--- src/rtl/timer_clk_prescaler.sv ---
// Counting-clock prescaler: power-of-two or linear divide, glitch-free config load at wrap,
// with halt/restart. Produces a square clk_cnt and a one-cycle tick, both on pclk.
module timer_clk_prescaler #(
    parameter int unsigned SEL_W = 3,
    parameter int unsigned CNT_W = 16
) (
    input  logic             pclk_i,
    input  logic             preset_i,
    input  logic             en_i,
    input  logic             mode_i,
    input  logic [SEL_W-1:0] div_sel_i,
    input  logic [CNT_W-1:0] div_val_i,
    input  logic             halt_i,
    input  logic             restart_i,
    output logic             clk_cnt_o,
    output logic             tick_o,
    output logic             cfg_busy_o
);

    logic [CNT_W:0]   dreq;
    logic [CNT_W:0]   div_q, div_d;
    logic [CNT_W-1:0] cnt_q, cnt_d;
    logic             clk_q, clk_d;
    logic             tick_q, tick_d;
    logic             busy_q, busy_d;
    logic             wrap;
    int unsigned      sel_exp;

    // Requested divisor, one bit wider than the counter so 2^CNT_W is representable.
    always_comb begin
        sel_exp = int'(div_sel_i) + 1;
        if (mode_i) begin
            dreq = {1'b0, div_val_i} + (CNT_W+1)'(1);
        end else if (sel_exp > CNT_W) begin
            dreq = (CNT_W+1)'(1) << CNT_W;
        end else begin
            dreq = (CNT_W+1)'(1) << sel_exp;
        end
    end

    assign wrap = ({1'b0, cnt_q} == (div_q - (CNT_W+1)'(1)));

    always_comb begin
        div_d  = div_q;
        cnt_d  = cnt_q;
        clk_d  = clk_q;
        tick_d = 1'b0;
        if (!en_i || restart_i) begin
            div_d = dreq;
            cnt_d = '0;
            clk_d = 1'b0;
        end else if (!halt_i) begin
            if (wrap) begin
                cnt_d = '0;
                div_d = dreq;
            end else begin
                cnt_d = cnt_q + CNT_W'(1);
            end
            // Duty is derived from the divisor that applies to the new count value.
            clk_d  = ({1'b0, cnt_d} >= (div_d >> 1));
            tick_d = wrap;
        end
        busy_d = en_i & (dreq != div_d);
    end

    always_ff @(posedge pclk_i or posedge preset_i) begin
        if (preset_i) begin
            div_q  <= (CNT_W+1)'(2);
            cnt_q  <= '0;
            clk_q  <= 1'b0;
            tick_q <= 1'b0;
            busy_q <= 1'b0;
        end else begin
            div_q  <= div_d;
            cnt_q  <= cnt_d;
            clk_q  <= clk_d;
            tick_q <= tick_d;
            busy_q <= busy_d;
        end
    end

    assign clk_cnt_o  = clk_q;
    assign tick_o     = tick_q;
    assign cfg_busy_o = busy_q;

endmodule

--- config.mk ---
export PLATFORM = sky130hd
export DESIGN_NAME = timer_clk_prescaler
export DESIGN_NICKNAME = d
export VERILOG_FILES = /design/src/rtl/timer_clk_prescaler.sv
export SDC_FILE = /design/constraint.sdc
export NUM_CORES = 1
export LEC_CHECK = 0
export BUFFER_PORTS_ARGS = -buffer_cell sky130_fd_sc_hd__buf_4
export CAP_MARGIN = 0
export CORE_UTILIZATION = 30
export DETAILED_ROUTE_END_ITERATION = 6
export GPL_TIMING_DRIVEN = 0
export PLACE_DENSITY = 0.53
export SLEW_MARGIN = 20
export SYNTH_ARGS = -nofsm -noshare
export SYNTH_HDL_FRONTEND = slang
export SYNTH_SLANG_ARGS = --single-unit
--- constraint.sdc ---
create_clock -name pclk_i -period 3.7 [get_ports pclk_i]
set_input_delay 0.185 -clock pclk_i [delete_from_list [all_inputs] [get_ports pclk_i]]
set_output_delay 0.185 -clock pclk_i [all_outputs]
set_load 0.05 [all_outputs]
Word-level counts from Yosys, hierarchy flattened
Index checks and enable logic that the tools add are counted.
- word-level logic and storage cells: 34
- register bits after elaboration: 36
- reduce and logical (&&, ||, !) cells: 2
- $lt $le $gt $ge: 2
- $add $sub $neg: 4
- equality and inequality tests: 3
- mux-type cells: 16
- shift operators: 1
- bitwise gates (word level): 1
- operator list (kind ; count):
    2-to-1 mux 17 bit ; 7
    2-to-1 mux 16 bit ; 5
    adder 16 x 1 -> 17 bit (second input constant) ; 1
    == test 16 x 17 -> 1 bit ; 1
    != test 17 bit ; 1
    left shift 1 x 4 -> 17 bit (first input constant) ; 1
    subtractor 17 x 1 -> 17 bit (second input constant) ; 1
    adder 16 x 1 -> 16 bit (second input constant) ; 1
    >= comparator 16 bit ; 1
    greater-than comparator 4 x 5 -> 1 bit (second input constant) ; 1
    adder 3 x 1 -> 4 bit (second input constant) ; 1
    2-to-1 mux 1 bit ; 4
    != test 2 x 1 -> 1 bit (second input constant) ; 1
    AND 1 bit ; 1
    logical NOT 1 bit ; 1
    logical OR 1 bit ; 1

Depth between registers and ports, before layout
- depth in word-level cells: 11
- mapped depth: 18
- mapped depth without buffers: 17

Least setup slack after synthesis
No wires, ideal clock.
- path type: reg-to-reg
- start: reg div_q[0]
- end: reg clk_q, in the netlist clk_cnt_o
- clock period less this slack: 4.104 ns
- cell stages (with the launch flop): 17
- setup slack: -0.404 ns
- path buffers: 1
- required time: 3.576 ns
- arrival time: 3.980 ns
- path through: dfrtp_1 -> inv_1 -> ha_1 -> or4b_1 -> nor3_1 -> o2111ai_1 -> or3_1 -> nor4b_4 -> buf_4 -> mux2i_1 -> ha_1 -> and4_1 -> a221oi_1 -> nand3_1 -> or4_1 -> a21oi_1 -> nor3_1
- longest elaborated chain between the ends: 8
- elaborated cells between the ends (all ways): 11
- those cells by class: add/sub (1); order compare (1); eq/ne (1); mux (8)
- RTL lines (item ; RTL line ; source):
    from (decl) ; 21 ; logic [CNT_W:0] div_q, div_d;
    from (signal assigned) ; 68 ; div_q <= (CNT_W+1)'(2);
    from (signal assigned) ; 74 ; div_q <= div_d;
    subtractor 17 x 1 -> 17 bit * ; 41 ; assign wrap = ({1'b0, cnt_q} == (div_q - (CNT_W+1)'(1)));
    == test 16 x 17 -> 1 bit * ; 41 ;
    2-to-1 mux 16 bit / 2-to-1 mux 17 bit (equally long branches) ; 53 ; if (wrap) begin
    2-to-1 mux 16 bit / 2-to-1 mux 17 bit (equally long branches) ; 52 ; end else if (!halt_i) begin
    2-to-1 mux 16 bit / 2-to-1 mux 17 bit (equally long branches) ; 48 ; if (!en_i || restart_i) begin
    >= comparator 16 bit * ; 60 ; clk_d = ({1'b0, cnt_d} >= (div_d >> 1));
    2-to-1 mux 1 bit * ; 52 ;
    2-to-1 mux 1 bit * ; 48 ;
    to (signal assigned) ; 76 ; clk_q <= clk_d;
    to (decl) ; 23 ; logic clk_q, clk_d;
Mark *: on every way between the ends. The rest lies on a longest branch, timed or not. The select of a mux whose other input is x is not followed.
A chain may end at the register's enable or synchronous reset.

Worst setup path in the final report
Ends and elaborated chain as after synthesis.

==> qor.txt <==
OUTCOME
--------------------------------------------------------------------------------------------------
Outcome                                                                               finished with violations
Failing checks                                                                        design-rule violations, negative setup slack

FINISH
--------------------------------------------------------------------------------------------------
Final-stage net count                                                                          569
Post-route insts no fill                                                                       698
Highest-count cells in the layout ignoring fill and taps                              sky130_fd_sc_hd__nor2_1 (52), sky130_fd_sc_hd__buf_4 (39), sky130_fd_sc_hd__xnor2_1 (34), sky130_fd_sc_hd__dfrtp_1 (34), sky130_fd_sc_hd__xor2_1 (28)
Relative area change from synthesis to final layout                                          21.9%
Number of diodes added for antenna fixing                                                        0
Commonest non-fill, non-tap cell in the layout                                        sky130_fd_sc_hd__nor2_1
Share of final-layout standard cells stronger than drive strength 1                          20.2%

CLOCK NETWORK
--------------------------------------------------------------------------------------------------
Clock transition time at the flip-flop clock pins of the worst setup and hold paths        0.06 ns
Total clock sinks                                                                               36
H-Tree Level Count                                                                               2
CTS Root Cell                                                                         sky130_fd_sc_hd__clkbuf_16
TritonCTS Buffers                                                                                5
Bufs on Longest Clock Path                                                                       2
TritonCTS clock tree                                                                          done
Worst skew pair latency                                                                    0.28 ns

SYNTHESIS
--------------------------------------------------------------------------------------------------
Register area share after synthesis                                                          23.4%
Share of the synthesized area in compound gates (AO/OA/AOI/OAI)                              15.3%
Synthesized-area fraction occupied by and/or/nand/nor cells                                  27.4%
Yosys warnings                                                                                   0
Area of the mapped netlist                                                                3860 um2
Average cell area after synthesis                                                         8.04 um2
Adder-Cell Fraction of Synth Area                                                            6.16%
Distinct cell type count after synthesis                                                        59
Number of synthesized flops with an enable pin                                                   0
Number of standard cells after synthesis                                                       480
Async S/R FF share, synth                                                                     100%
Synth Net Count                                                                                524
Post-synthesis xor/xnor area fraction                                                        14.1%
Most used DFF post-synth                                                              sky130_fd_sc_hd__dfrtp_1
Dominant combinational cell family by area after synthesis                            simple AND/OR/NAND/NOR gates
Flop and latch count out of synthesis                                                           36
Multiplexer fraction of the synthesized cell area                                            8.07%

STA
--------------------------------------------------------------------------------------------------
Crit path time final                                                                       4.14 ns
Setup-failing EPs final                                                                          1
Share of the cycle needed by the critical path after routing                                  112%
Worst max-slew margin expressed relative to the limit                                        52.1%
Setup slack after layout                                                                 -0.441 ns
Maximum achievable frequency                                                               241 MHz
Endpoints failing hold                                                                           0
Setup TNS                                                                                -0.441 ns
Worst clock skew                                                                        0.00425 ns
Pins Over Slew Limit                                                                             0
Actual slew at the worst max-slew pin                                                     0.709 ns
RSZ-0062 raised after global routing                                                           yes

DETAILED ROUTING
--------------------------------------------------------------------------------------------------
Routed via count                                                                              3702
Routed WL per cell                                                                         16.1 um
WL final                                                                                  11300 um
Mean number of vias per cell                                                                  5.30
Pre-antenna DRT Iters                                                                            7
Remaining number of nets flagged by the antenna check after routing                              0
DRC marker count from the first detailed-route iteration                                       187
DRC errors left                                                                                  2

GLOBAL ROUTE
--------------------------------------------------------------------------------------------------
Combined global-route utilization of all metal layers                                        17.8%
Via count of the first global-routing pass                                                    3536
Antenna violations before repair                                                                 0
Global-route wire length before repair                                                    18200 um
Largest net degree at the start of global routing                                               20
Grt ovf                                                                                          0

DIE
--------------------------------------------------------------------------------------------------
IO Pins                                                                                         28
Die Wd                                                                                      115 um
Site Rows                                                                                       41
DIE AREA                                                                                 13300 um2
Core outline area                                                                        12600 um2
Y dimension of the die                                                                      115 um
Initial Util                                                                                 30.7%

PWR
--------------------------------------------------------------------------------------------------
Pwr per Cell Area                                                                       268 nW/um2
Static leakage                                                                             1.94 nW
Worst vdd rail ir drop                                                                      141 uV

SETUP PATH
--------------------------------------------------------------------------------------------------
First element of the critical path                                                        div_q[0]
Flop-to-flop setup slack                                                                  -0.44 ns
Type of destination of the critical path                                                 flip-flop
Setup crit start kind                                                                    flip-flop
Startpoint of the worst-slack reg-to-reg timing path                                      div_q[0]
Arrival time worst endpoint                                                                4.30 ns
Critical Setup Path Class                                                                  reg2reg
CP max FO                                                                                        7
Worst EP required                                                                          3.86 ns

WORST HOLD PATH
--------------------------------------------------------------------------------------------------
Min-delay src                                                                            restart_i
Classification of the worst-slack hold path                                                 in2reg

PLACEMENT
--------------------------------------------------------------------------------------------------
HPWL after detailed placement                                                              8750 um
Final weighted congestion in routability-driven placement                                    0.808
Port Buf Inserts                                                                                25
Placed cell count                                                                              678

FLOW RUN
--------------------------------------------------------------------------------------------------
Number of maximum-capacitance constraint violations                                              0

-- Yosys cell counts, drive strengths merged, types with 2 or more instances --
cell     n  area [um2]
o41ai    2        17.5
nand2   24        90.1
xnor2   34         298
o21a     3        22.5
and4     5        43.8
o22ai    3        18.8
a211oi   8        60.1
and3     6        37.5
a31o     2        17.5
nor4    10        75.1
a21o     7        52.6
or3     11        68.8
clkbuf  21        78.8
a221oi   2        17.5
o211a    2        20.0
o31ai    5        37.5
nand4b   2        17.5
inv     14        52.6
mux2    17         191
nand2b   6        37.5
nand4   14        87.6
buf     14        83.8
nand3   18        90.1
a31oi    3        18.8
dfrtp   35         876
ha      19         238
nor2    52         195
a22o     2        17.5
o21ai   18        90.1
a21oi   26         130
mux2i   12         120
or2      3        18.8
nor4b    2        32.5
nor2b   12        75.1
or4      4        30.0
nor3    14        75.1
xor2    28         245
and2     6        37.5
-- area by class of cell --
class / count / area (um2)
fill: 1325 / 7870
buffer: 33 / 166
inverter: 14 / 52.6
timing repair buffer: 40 / 327
clock buffer: 8 / 136
sequential: 36 / 903
multi-input combinational: 395 / 2900
tap: 172 / 215
-- final timing paths --
check / endpoint / cells after the start
worst min register to register: cnt_q[15] / 1
worst max-delay path: clk_cnt_o / 17
max in group asynchronous: div_q[1] / 4
worst min-delay path: clk_cnt_o / 4
min in group asynchronous: cnt_q[4] / 3
worst max register to register: clk_cnt_o / 17
-- cell families (layout without fill, tap and decap cells) --
logic type               after synthesis  count (layout)
AND/OR/NAND/NOR                      194             194
AO/OA/AOI/OAI                         91              91
XOR/XNOR                              62              62
buffers and inverters                 49              95
flip-flops                            36              36
multiplexers                          29              29
adder cells (fa/ha/maj)               19              19
-- registers in the layout (all words and copies together) (netlist names) --
name / count
cfg_busy_o: 1
tick_o: 1
div_q: 17
cnt_q: 16
clk_cnt_o: 1
-- timing repair --
item	CTS	global route
hold endpoints to repair	17	0
setup buffers	13	0
resized for setup	24	7
setup endpoints to repair	1	1
hold buffers	1	0
pin swaps	4	2
-- worst max-delay path: stages (launching register included) --
cell	delay, ns
sky130_fd_sc_hd__dfrtp_2	0.40
sky130_fd_sc_hd__inv_2	0.08
sky130_fd_sc_hd__ha_4	0.15
sky130_fd_sc_hd__or4b_4	0.48
sky130_fd_sc_hd__nor3_4	0.13
sky130_fd_sc_hd__o2111ai_2	0.15
sky130_fd_sc_hd__or3_4	0.37
sky130_fd_sc_hd__nor4b_4	0.25
sky130_fd_sc_hd__buf_4	0.18
sky130_fd_sc_hd__buf_8	0.15
sky130_fd_sc_hd__mux2i_2	0.23
sky130_fd_sc_hd__ha_1	0.26
sky130_fd_sc_hd__and4_1	0.20
sky130_fd_sc_hd__a221oi_2	0.21
sky130_fd_sc_hd__nand3_1	0.12
sky130_fd_sc_hd__or4_1	0.43
sky130_fd_sc_hd__a21oi_2	0.15
sky130_fd_sc_hd__nor3_1	0.07
-- report_power, final --
part / internal [mW] / total, mW / switching [mW]
Combinational: 0.178 / 0.410 / 0.232
Sequential: 0.412 / 0.434 / 0.0217
Clock: 0.251 / 0.418 / 0.167
Total: 0.841 / 1.26 / 0.421
-- metrics by stage --
stage                     utilization [%]  instance area [um2]  total power [mW]  hold slack (ns)  setup WS [ns]
after floorplan                         -                 3890             0.692            0.351         -0.257
after detailed placement             34.4                 4320             0.804            0.227         -0.976
after CTS                            37.2                 4670              1.26            0.180         -0.402
final                                37.4                 4700              1.26            0.182         -0.441
after global routing                 37.4                 4700              1.33            0.190         -0.582
after global placement               34.2                 4290             0.794            0.472         -0.968
-- metal layers --
metal | part of all wire [%] | vias up | global-route usage (%) | wire [um]
met5 | 0 | - | 0 | 0
met4 | 1.9 | 0 | 4.76 | 213
met3 | 3.2 | 17 | 2.35 | 358
met2 | 50 | 65 | 31.1 | 5590
met1 | 45 | 1799 | 23.0 | 5110
li1 | - | 1821 | - | -
Note: power is estimated with default switching activity, not from simulation.
